==> src/rtl/plic_define.sv <==
// Shared PLIC definitions: source count, ID width, nesting depth and the
// target-side claim/complete FSM state encoding.
package plic_define;

    localparam int PLIC_IRQ_NUM    = 32;
    localparam int PLIC_IRQ_WIDTH  = $clog2(PLIC_IRQ_NUM);
    localparam int PLIC_NEST_DEPTH = 4;

    typedef enum logic [1:0] {
        IDLE  = 2'd0,
        CLAIM = 2'd1,
        COMP  = 2'd2,
        WAIT  = 2'd3
    } plic_tgt_state_e;

endpackage

==> src/rtl/dffr.sv <==
// Generic D flop with asynchronous active-high reset to RST_VAL.
// Ports: clk_i, rst_i, d_i (next value), q_o (registered value).
module dffr #(
    parameter int           W       = 1,
    parameter logic [W-1:0] RST_VAL = '0
) (
    input  logic         clk_i,
    input  logic         rst_i,
    input  logic [W-1:0] d_i,
    output logic [W-1:0] q_o
);

    always_ff @(posedge clk_i or posedge rst_i) begin
        if (rst_i) q_o <= RST_VAL;
        else       q_o <= d_i;
    end

endmodule

==> src/rtl/plic_isr_stack.sv <==
// LIFO of in-service interrupt IDs for one target.
// Ports: clk_i/rst_i, push_i + push_id_i, pop_i, top_o (0 when empty),
// depth_o, full_o, empty_o. Push and pop are never asserted together.
module plic_isr_stack #(
    parameter int DEPTH = 4,
    parameter int W     = 5
) (
    input  logic                       clk_i,
    input  logic                       rst_i,
    input  logic                       push_i,
    input  logic [W-1:0]               push_id_i,
    input  logic                       pop_i,
    output logic [W-1:0]               top_o,
    output logic [$clog2(DEPTH+1)-1:0] depth_o,
    output logic                       full_o,
    output logic                       empty_o
);

    localparam int DW = $clog2(DEPTH+1);
    localparam int IW = (DEPTH > 1) ? $clog2(DEPTH) : 1;

    logic [W-1:0]  r_mem [0:(1<<IW)-1];
    logic [DW-1:0] r_depth;
    logic [DW-1:0] w_dm1;

    assign w_dm1   = r_depth - DW'(1);
    assign full_o  = (r_depth == DW'(DEPTH));
    assign empty_o = (r_depth == '0);
    assign top_o   = empty_o ? '0 : r_mem[w_dm1[IW-1:0]];
    assign depth_o = r_depth;

    always_ff @(posedge clk_i or posedge rst_i) begin
        if (rst_i)                 r_depth <= '0;
        else if (push_i && !full_o) r_depth <= r_depth + DW'(1);
        else if (pop_i && !empty_o) r_depth <= w_dm1;
    end

    // Entries above depth are don't-care, so storage needs no reset.
    always_ff @(posedge clk_i) begin
        if (push_i && !full_o) r_mem[r_depth[IW-1:0]] <= push_id_i;
    end

endmodule

==> src/rtl/plic_target.sv <==
// PLIC per-target claim/complete agent.
// Inputs: irq_i/id_i from the core, claim_req_i and comp_req_i/comp_id_i from
// the hart (four-phase handshake). Outputs: clam_o/comp_o/comp_id_o pulses to
// core and gateways, eip_o to the hart, claim_ack_o/claim_id_o and
// comp_ack_o/comp_err_o handshake responses, depth_o nesting depth.
module plic_target
    import plic_define::*;
#(
    parameter int IRQ_NUM    = PLIC_IRQ_NUM,
    parameter int IRQ_WIDTH  = $clog2(IRQ_NUM),
    parameter int NEST_DEPTH = PLIC_NEST_DEPTH
) (
    input  logic                            clk_i,
    input  logic                            rst_i,
    input  logic                            irq_i,
    input  logic [IRQ_WIDTH-1:0]            id_i,
    output logic                            clam_o,
    output logic                            comp_o,
    output logic [IRQ_WIDTH-1:0]            comp_id_o,
    output logic                            eip_o,
    input  logic                            claim_req_i,
    output logic                            claim_ack_o,
    output logic [IRQ_WIDTH-1:0]            claim_id_o,
    input  logic                            comp_req_i,
    input  logic [IRQ_WIDTH-1:0]            comp_id_i,
    output logic                            comp_ack_o,
    output logic                            comp_err_o,
    output logic [$clog2(NEST_DEPTH+1)-1:0] depth_o
);

    logic [1:0]           w_state_q;
    plic_tgt_state_e      r_state, w_state_nxt;
    logic [IRQ_WIDTH-1:0] r_cid, w_cid_d;
    logic [IRQ_WIDTH-1:0] r_ctop, w_ctop_d;
    logic                 r_ok, w_ok_d;
    logic                 w_eip_d;
    logic [IRQ_WIDTH-1:0] w_top;
    logic                 w_full, w_empty, w_push, w_pop;

    assign r_state = plic_tgt_state_e'(w_state_q);

    dffr #(.W(2))         u_state (.clk_i, .rst_i, .d_i(w_state_nxt), .q_o(w_state_q));
    dffr #(.W(IRQ_WIDTH)) u_cid   (.clk_i, .rst_i, .d_i(w_cid_d),     .q_o(r_cid));
    dffr #(.W(IRQ_WIDTH)) u_ctop  (.clk_i, .rst_i, .d_i(w_ctop_d),    .q_o(r_ctop));
    dffr #(.W(1))         u_ok    (.clk_i, .rst_i, .d_i(w_ok_d),      .q_o(r_ok));
    dffr #(.W(1))         u_eip   (.clk_i, .rst_i, .d_i(w_eip_d),     .q_o(eip_o));

    always_comb begin
        w_state_nxt = r_state;
        w_cid_d     = r_cid;
        w_ok_d      = r_ok;
        w_ctop_d    = r_ctop;
        case (r_state)
            IDLE: begin
                if (claim_req_i) begin
                    w_state_nxt = CLAIM;
                    w_cid_d     = (irq_i && !w_full) ? id_i : '0;
                end else if (comp_req_i) begin
                    w_state_nxt = COMP;
                    // Stack never holds ID 0, but guard explicitly anyway.
                    w_ok_d      = !w_empty && (comp_id_i == w_top) && (comp_id_i != '0);
                    w_ctop_d    = w_top;
                end
            end
            CLAIM, COMP: w_state_nxt = WAIT;
            // Held requests must drop before re-arming: core irq/id lag a claim.
            WAIT: if (!claim_req_i && !comp_req_i) w_state_nxt = IDLE;
            default: w_state_nxt = IDLE;
        endcase
    end

    // Gating on the next state too keeps eip low from the edge that leaves IDLE.
    assign w_eip_d = irq_i && (r_state == IDLE) && (w_state_nxt == IDLE) && !w_full;

    assign claim_ack_o = (r_state == CLAIM);
    assign claim_id_o  = claim_ack_o ? r_cid : '0;
    assign clam_o      = claim_ack_o && (r_cid != '0);
    assign comp_ack_o  = (r_state == COMP);
    assign comp_err_o  = comp_ack_o && !r_ok;
    assign comp_o      = comp_ack_o && r_ok;
    assign comp_id_o   = comp_o ? r_ctop : '0;

    assign w_push = clam_o;
    assign w_pop  = comp_o;

    plic_isr_stack #(.DEPTH(NEST_DEPTH), .W(IRQ_WIDTH)) u_stack (
        .clk_i     (clk_i),
        .rst_i     (rst_i),
        .push_i    (w_push),
        .push_id_i (r_cid),
        .pop_i     (w_pop),
        .top_o     (w_top),
        .depth_o   (depth_o),
        .full_o    (w_full),
        .empty_o   (w_empty)
    );

endmodule

==> config.mk <==
export PLATFORM = sky130hd
export DESIGN_NAME = plic_target
export DESIGN_NICKNAME = d
export VERILOG_FILES = /design/src/rtl/plic_define.sv /design/src/rtl/dffr.sv /design/src/rtl/plic_isr_stack.sv /design/src/rtl/plic_target.sv
export SDC_FILE = /design/constraint.sdc
export NUM_CORES = 1
export LEC_CHECK = 0
export CAP_MARGIN = 10
export CORE_ASPECT_RATIO = 0.7
export CORE_MARGIN = 5
export CORE_UTILIZATION = 45
export DETAILED_ROUTE_END_ITERATION = 12
export PLACE_DENSITY = 0.67
export REMOVE_ABC_BUFFERS = 1
export SYNTH_ARGS = -nofsm -noshare
export SYNTH_HDL_FRONTEND = slang
export SYNTH_SLANG_ARGS = --single-unit
==> constraint.sdc <==
create_clock -name clk_i -period 3.2 [get_ports clk_i]
set_input_delay 0.64 -clock clk_i [delete_from_list [all_inputs] [get_ports clk_i]]
set_output_delay 0.64 -clock clk_i [all_outputs]
set_load 0.05 [all_outputs]
==> results.md <==
## Route
• **detail-routed via count per cell** 5.46
• **met3 routed WL** 280 um
• **top routing layer in use** met4
• **first drt pass iteration count** 4
• **via count of the routed design** 1327
• **routed length on met2** 1890 um
• **remaining design rule violation count** 0
• **Routed WL** 4120 um
• **average wire per standard cell** 17.0 um
• **number of nets still failing antenna checks after routing** 0
• **routed metal-1 wire length** 1920 um
• **number of DRC markers after the initial detailed-route iteration** 59

## Clock tree
• **PostCTS Resize Cnt** 0
• **CTS Sinks** 37
• **clock tree from TritonCTS** built
• **cts bufs inserted** 5
• **Clock Tree Root** sky130_fd_sc_hd__clkbuf_8
• **later-pin clock latency in the skew report** 0.28 ns
• **Max H-tree Level** 2
• **total of hold buffers inserted after clock tree synthesis** 0
• **buffers inserted during post-CTS setup optimization** 0
• **CTS max path bufs** 2
• **clock slew at the register clock pins of the worst setup and hold paths** 0.07 ns

## Final layout
• **share of post-route cells with drive strength above 1** 0.0524
• **combined area of the multi-input logic cells** 790 um^2
• **Synth-to-Final Area Change** 24.1%
• **Register Area** 0.00103 mm^2
• **count of inserted antenna diode cells** 0
• **final std cells w/o fill** 243
• **Fill cells** 328
• **# nets final** 214

## STA
• **final slew viol count** 0
• **period utilization** 0.929
• **unrepaired setup endpoints after global routing** no
• **accumulated negative setup slack** 0 ns
• **number of endpoints failing setup at the final stage** 0
• **Worst Max-Slew Pin Slew** 0.684 ns
• **number of hold violations in the final report** 0
• **Fin Clk Skew** 0.00205 ns
• **maximum clock frequency** 336 MHz
• **worst slew slack as a fraction of its limit** 0.544
• **least setup slack across all paths after layout** 0.228 ns
• **time the final worst path needs with I/O delays and setup** 2.97 ns

## Synth
• **number of warning messages in the yosys log** 0
• **async set or reset register ratio after synthesis** 0.459
• **cell types with the largest area share after synthesis** sky130_fd_sc_hd__edfxtp_1, sky130_fd_sc_hd__dfrtp_1, sky130_fd_sc_hd__ha_1
• **top cells by count, synth** sky130_fd_sc_hd__edfxtp_1, sky130_fd_sc_hd__nand2_1, sky130_fd_sc_hd__dfrtp_1, sky130_fd_sc_hd__and2_1, sky130_fd_sc_hd__inv_1
• **fraction of post-synthesis cell area in the top cell type by area** 0.320
• **number of synthesized flops with an enable pin** 20
• **average footprint of a synthesized cell** 12.2 um^2
• **Mapped Cells** 154
• **proportion of synthesized chip area in sequential cells** 0.547
• **Top FF cell, synth** sky130_fd_sc_hd__edfxtp_1
• **biggest area consumer among synthesized cells** sky130_fd_sc_hd__edfxtp_1
• **Netlist cell types** 37
• **post-synthesis cell area** 0.00188 mm^2
• **post-synthesis register bit count** 37

## GRT
• **wire length of the first global-routing pass** 6730 um
• **grt total ovfl** 0
• **antenna violations before repair** 0
• **maximum number of pins on one net before global-route repair** 18
• **GRT Util Overall** 0.157
• **vias in the first global route** 1342

## Floorplanning
• **chip height** 64.0 um
• **FP Rows** 19
• **horizontal die dimension** 87.2 um
• **number of placed I/O pins** 34
• **Std-Cell Core Area** 0.00397 mm^2
• **Die Area** 0.00558 mm^2
• **Starting Density** 0.472

## Setup path
• **element type at the critical path start** flip-flop
• **crit end category** output port
• **arrival time at the worst endpoint** 2.33 ns
• **critical-path cell list** or4_1 > o21ai_2 > inv_1 > clkdlybuf4s50_1
• **Register-to-Register Path Depth** 6
• **standard cell with the maximum stage delay on the critical path** sky130_fd_sc_hd__clkdlybuf4s50_1
• **Worst R2R Setup Slack** 0.91 ns
• **Max stage delay on crit path** 0.70 ns
• **Crit Reg-Reg Endpoint** u_ok.q_o
• **startpoint of the worst register-to-register path** u_stack.depth_o[0]
• **Max FO, Critical Path** 7
• **required time of the critical path** 2.56 ns
• **category of the critical setup timing path** flip-flop to output port

## Placement
• **HPWL reported at the end of detailed placement** 3050 um
• **dpl cells** 235
• **port buffer count** 33
• **worst setup slack before clock tree synthesis** 0.544 ns
• **gpl congestion** 0.794

## Min path
• **Tightest Hold Check Type** flip-flop to flip-flop
• **Endpoint, Worst Hold** u_ctop.q_o[4]
• **launch instance of the worst min-delay path** u_ctop.q_o[4]
• **Worst Hold Depth** 2

## Status
• **status** finished clean

## Flow run
• **total of max-cap violations** 0

## Power and ir drop
• **static leakage** 0.975 nW
• **maximum VDD drop** 498 uV
• **power per unit of standard cell area** 935 mW/mm^2

## sequential cells by signal (all words and copies together), names as in the netlist
signal,count
u_ok.q_o,1
u_stack.depth_o,3
u_cid.q_o,5
u_eip.q_o,1
u_state.q_o,2
u_ctop.q_o,5
u_stack.r_mem,20
## logic make-up after synthesis
group,Yosys count,synth area share
multiplexers,9,0.0901
buffers and inverters,14,0.0320
XOR/XNOR,3,0.0140
AND/OR/NAND/NOR,55,0.153
flip-flops,37,0.547
AO/OA/AOI/OAI,27,0.104
adder cells (fa/ha/maj),9,0.0600
## worst max path at each step
stage              startpoint         end  slack (ns)  depth (start not counted)
3_3_place_gp     u_cid.q_o[0]      clam_o        0.57                          4
4_1_cts          u_cid.q_o[0]      clam_o        0.23                          4
3_5_place_dp     u_cid.q_o[0]      clam_o        0.54                          4
6_report         u_cid.q_o[0]      clam_o        0.23                          4
2_1_floorplan  u_state.q_o[0]  comp_err_o        0.74                          3
5_1_grt          u_cid.q_o[0]      clam_o        0.14                          4
## layout by cell type, fill, tap and decap left out, types with 2 or more instances in the layout
cell | netlist | layout
sky130_fd_sc_hd__clkdlybuf4s50_1 | 0 | 33
sky130_fd_sc_hd__nand2b_1 | 2 | 2
sky130_fd_sc_hd__o21ai_0 | 9 | 9
sky130_fd_sc_hd__xnor2_1 | 3 | 3
sky130_fd_sc_hd__mux4_1 | 4 | 4
sky130_fd_sc_hd__mux2i_1 | 3 | 3
sky130_fd_sc_hd__clkbuf_8 | 0 | 5
sky130_fd_sc_hd__a21oi_1 | 2 | 2
sky130_fd_sc_hd__dfrtp_1 | 17 | 17
sky130_fd_sc_hd__o211ai_1 | 3 | 3
sky130_fd_sc_hd__nand2_1 | 20 | 20
sky130_fd_sc_hd__and2_1 | 11 | 11
sky130_fd_sc_hd__nor2_1 | 5 | 5
sky130_fd_sc_hd__inv_1 | 10 | 10
sky130_fd_sc_hd__ha_1 | 9 | 9
sky130_fd_sc_hd__and3_1 | 7 | 7
sky130_fd_sc_hd__a22o_1 | 4 | 4
sky130_fd_sc_hd__nor2b_1 | 2 | 2
sky130_fd_sc_hd__clkbuf_1 | 3 | 2
sky130_fd_sc_hd__edfxtp_1 | 20 | 20
sky130_fd_sc_hd__nand3_1 | 2 | 2
## metrics by stage
| step | hold slack, ns | util | total power, mW | instance area, um^2 |
|---|---|---|---|---|
| after floorplan | 0.438 | - | 1.54 | 1850 |
| after global placement | 0.461 | 0.566 | 1.85 | 2250 |
| after detailed placement | 0.461 | 0.566 | 1.88 | 2250 |
| after CTS | 0.478 | 0.587 | 2.19 | 2330 |
| after global routing | 0.501 | 0.587 | 2.31 | 2330 |
| final | 0.477 | 0.587 | 2.18 | 2330 |
## worst max-delay path, delay by kind of cell, from the launching register on
kind	cells	cell delay [ns]
DFF	1	0.44
and+or+nand+nor	1	0.62
AOI/OAI and AO/OA	1	0.23
buffers and inverters	2	0.76
## per-layer routing
metal / track usage / vias to the layer above
li1: - / 635
met1: 0.220 / 648
met2: 0.242 / 40
met3: 0.0398 / 4
met4: 0.0460 / 0
met5: 0 / -
## final cells by class
type                       instances  area share
tap                               52      0.0279
sequential                        37       0.441
clock inverter                     1     0.00161
inverter                          10      0.0161
clock buffer                       7      0.0328
multi-input combinational        103       0.339
timing repair buffer              33       0.142
## where the power goes
part	total [mW]	switching, mW	internal (mW)
Sequential	0.800	0.130	0.670
Clock	0.306	0.154	0.152
Combinational	1.07	0.653	0.417
No activity file was read; power rests on OpenSTA's default activity.
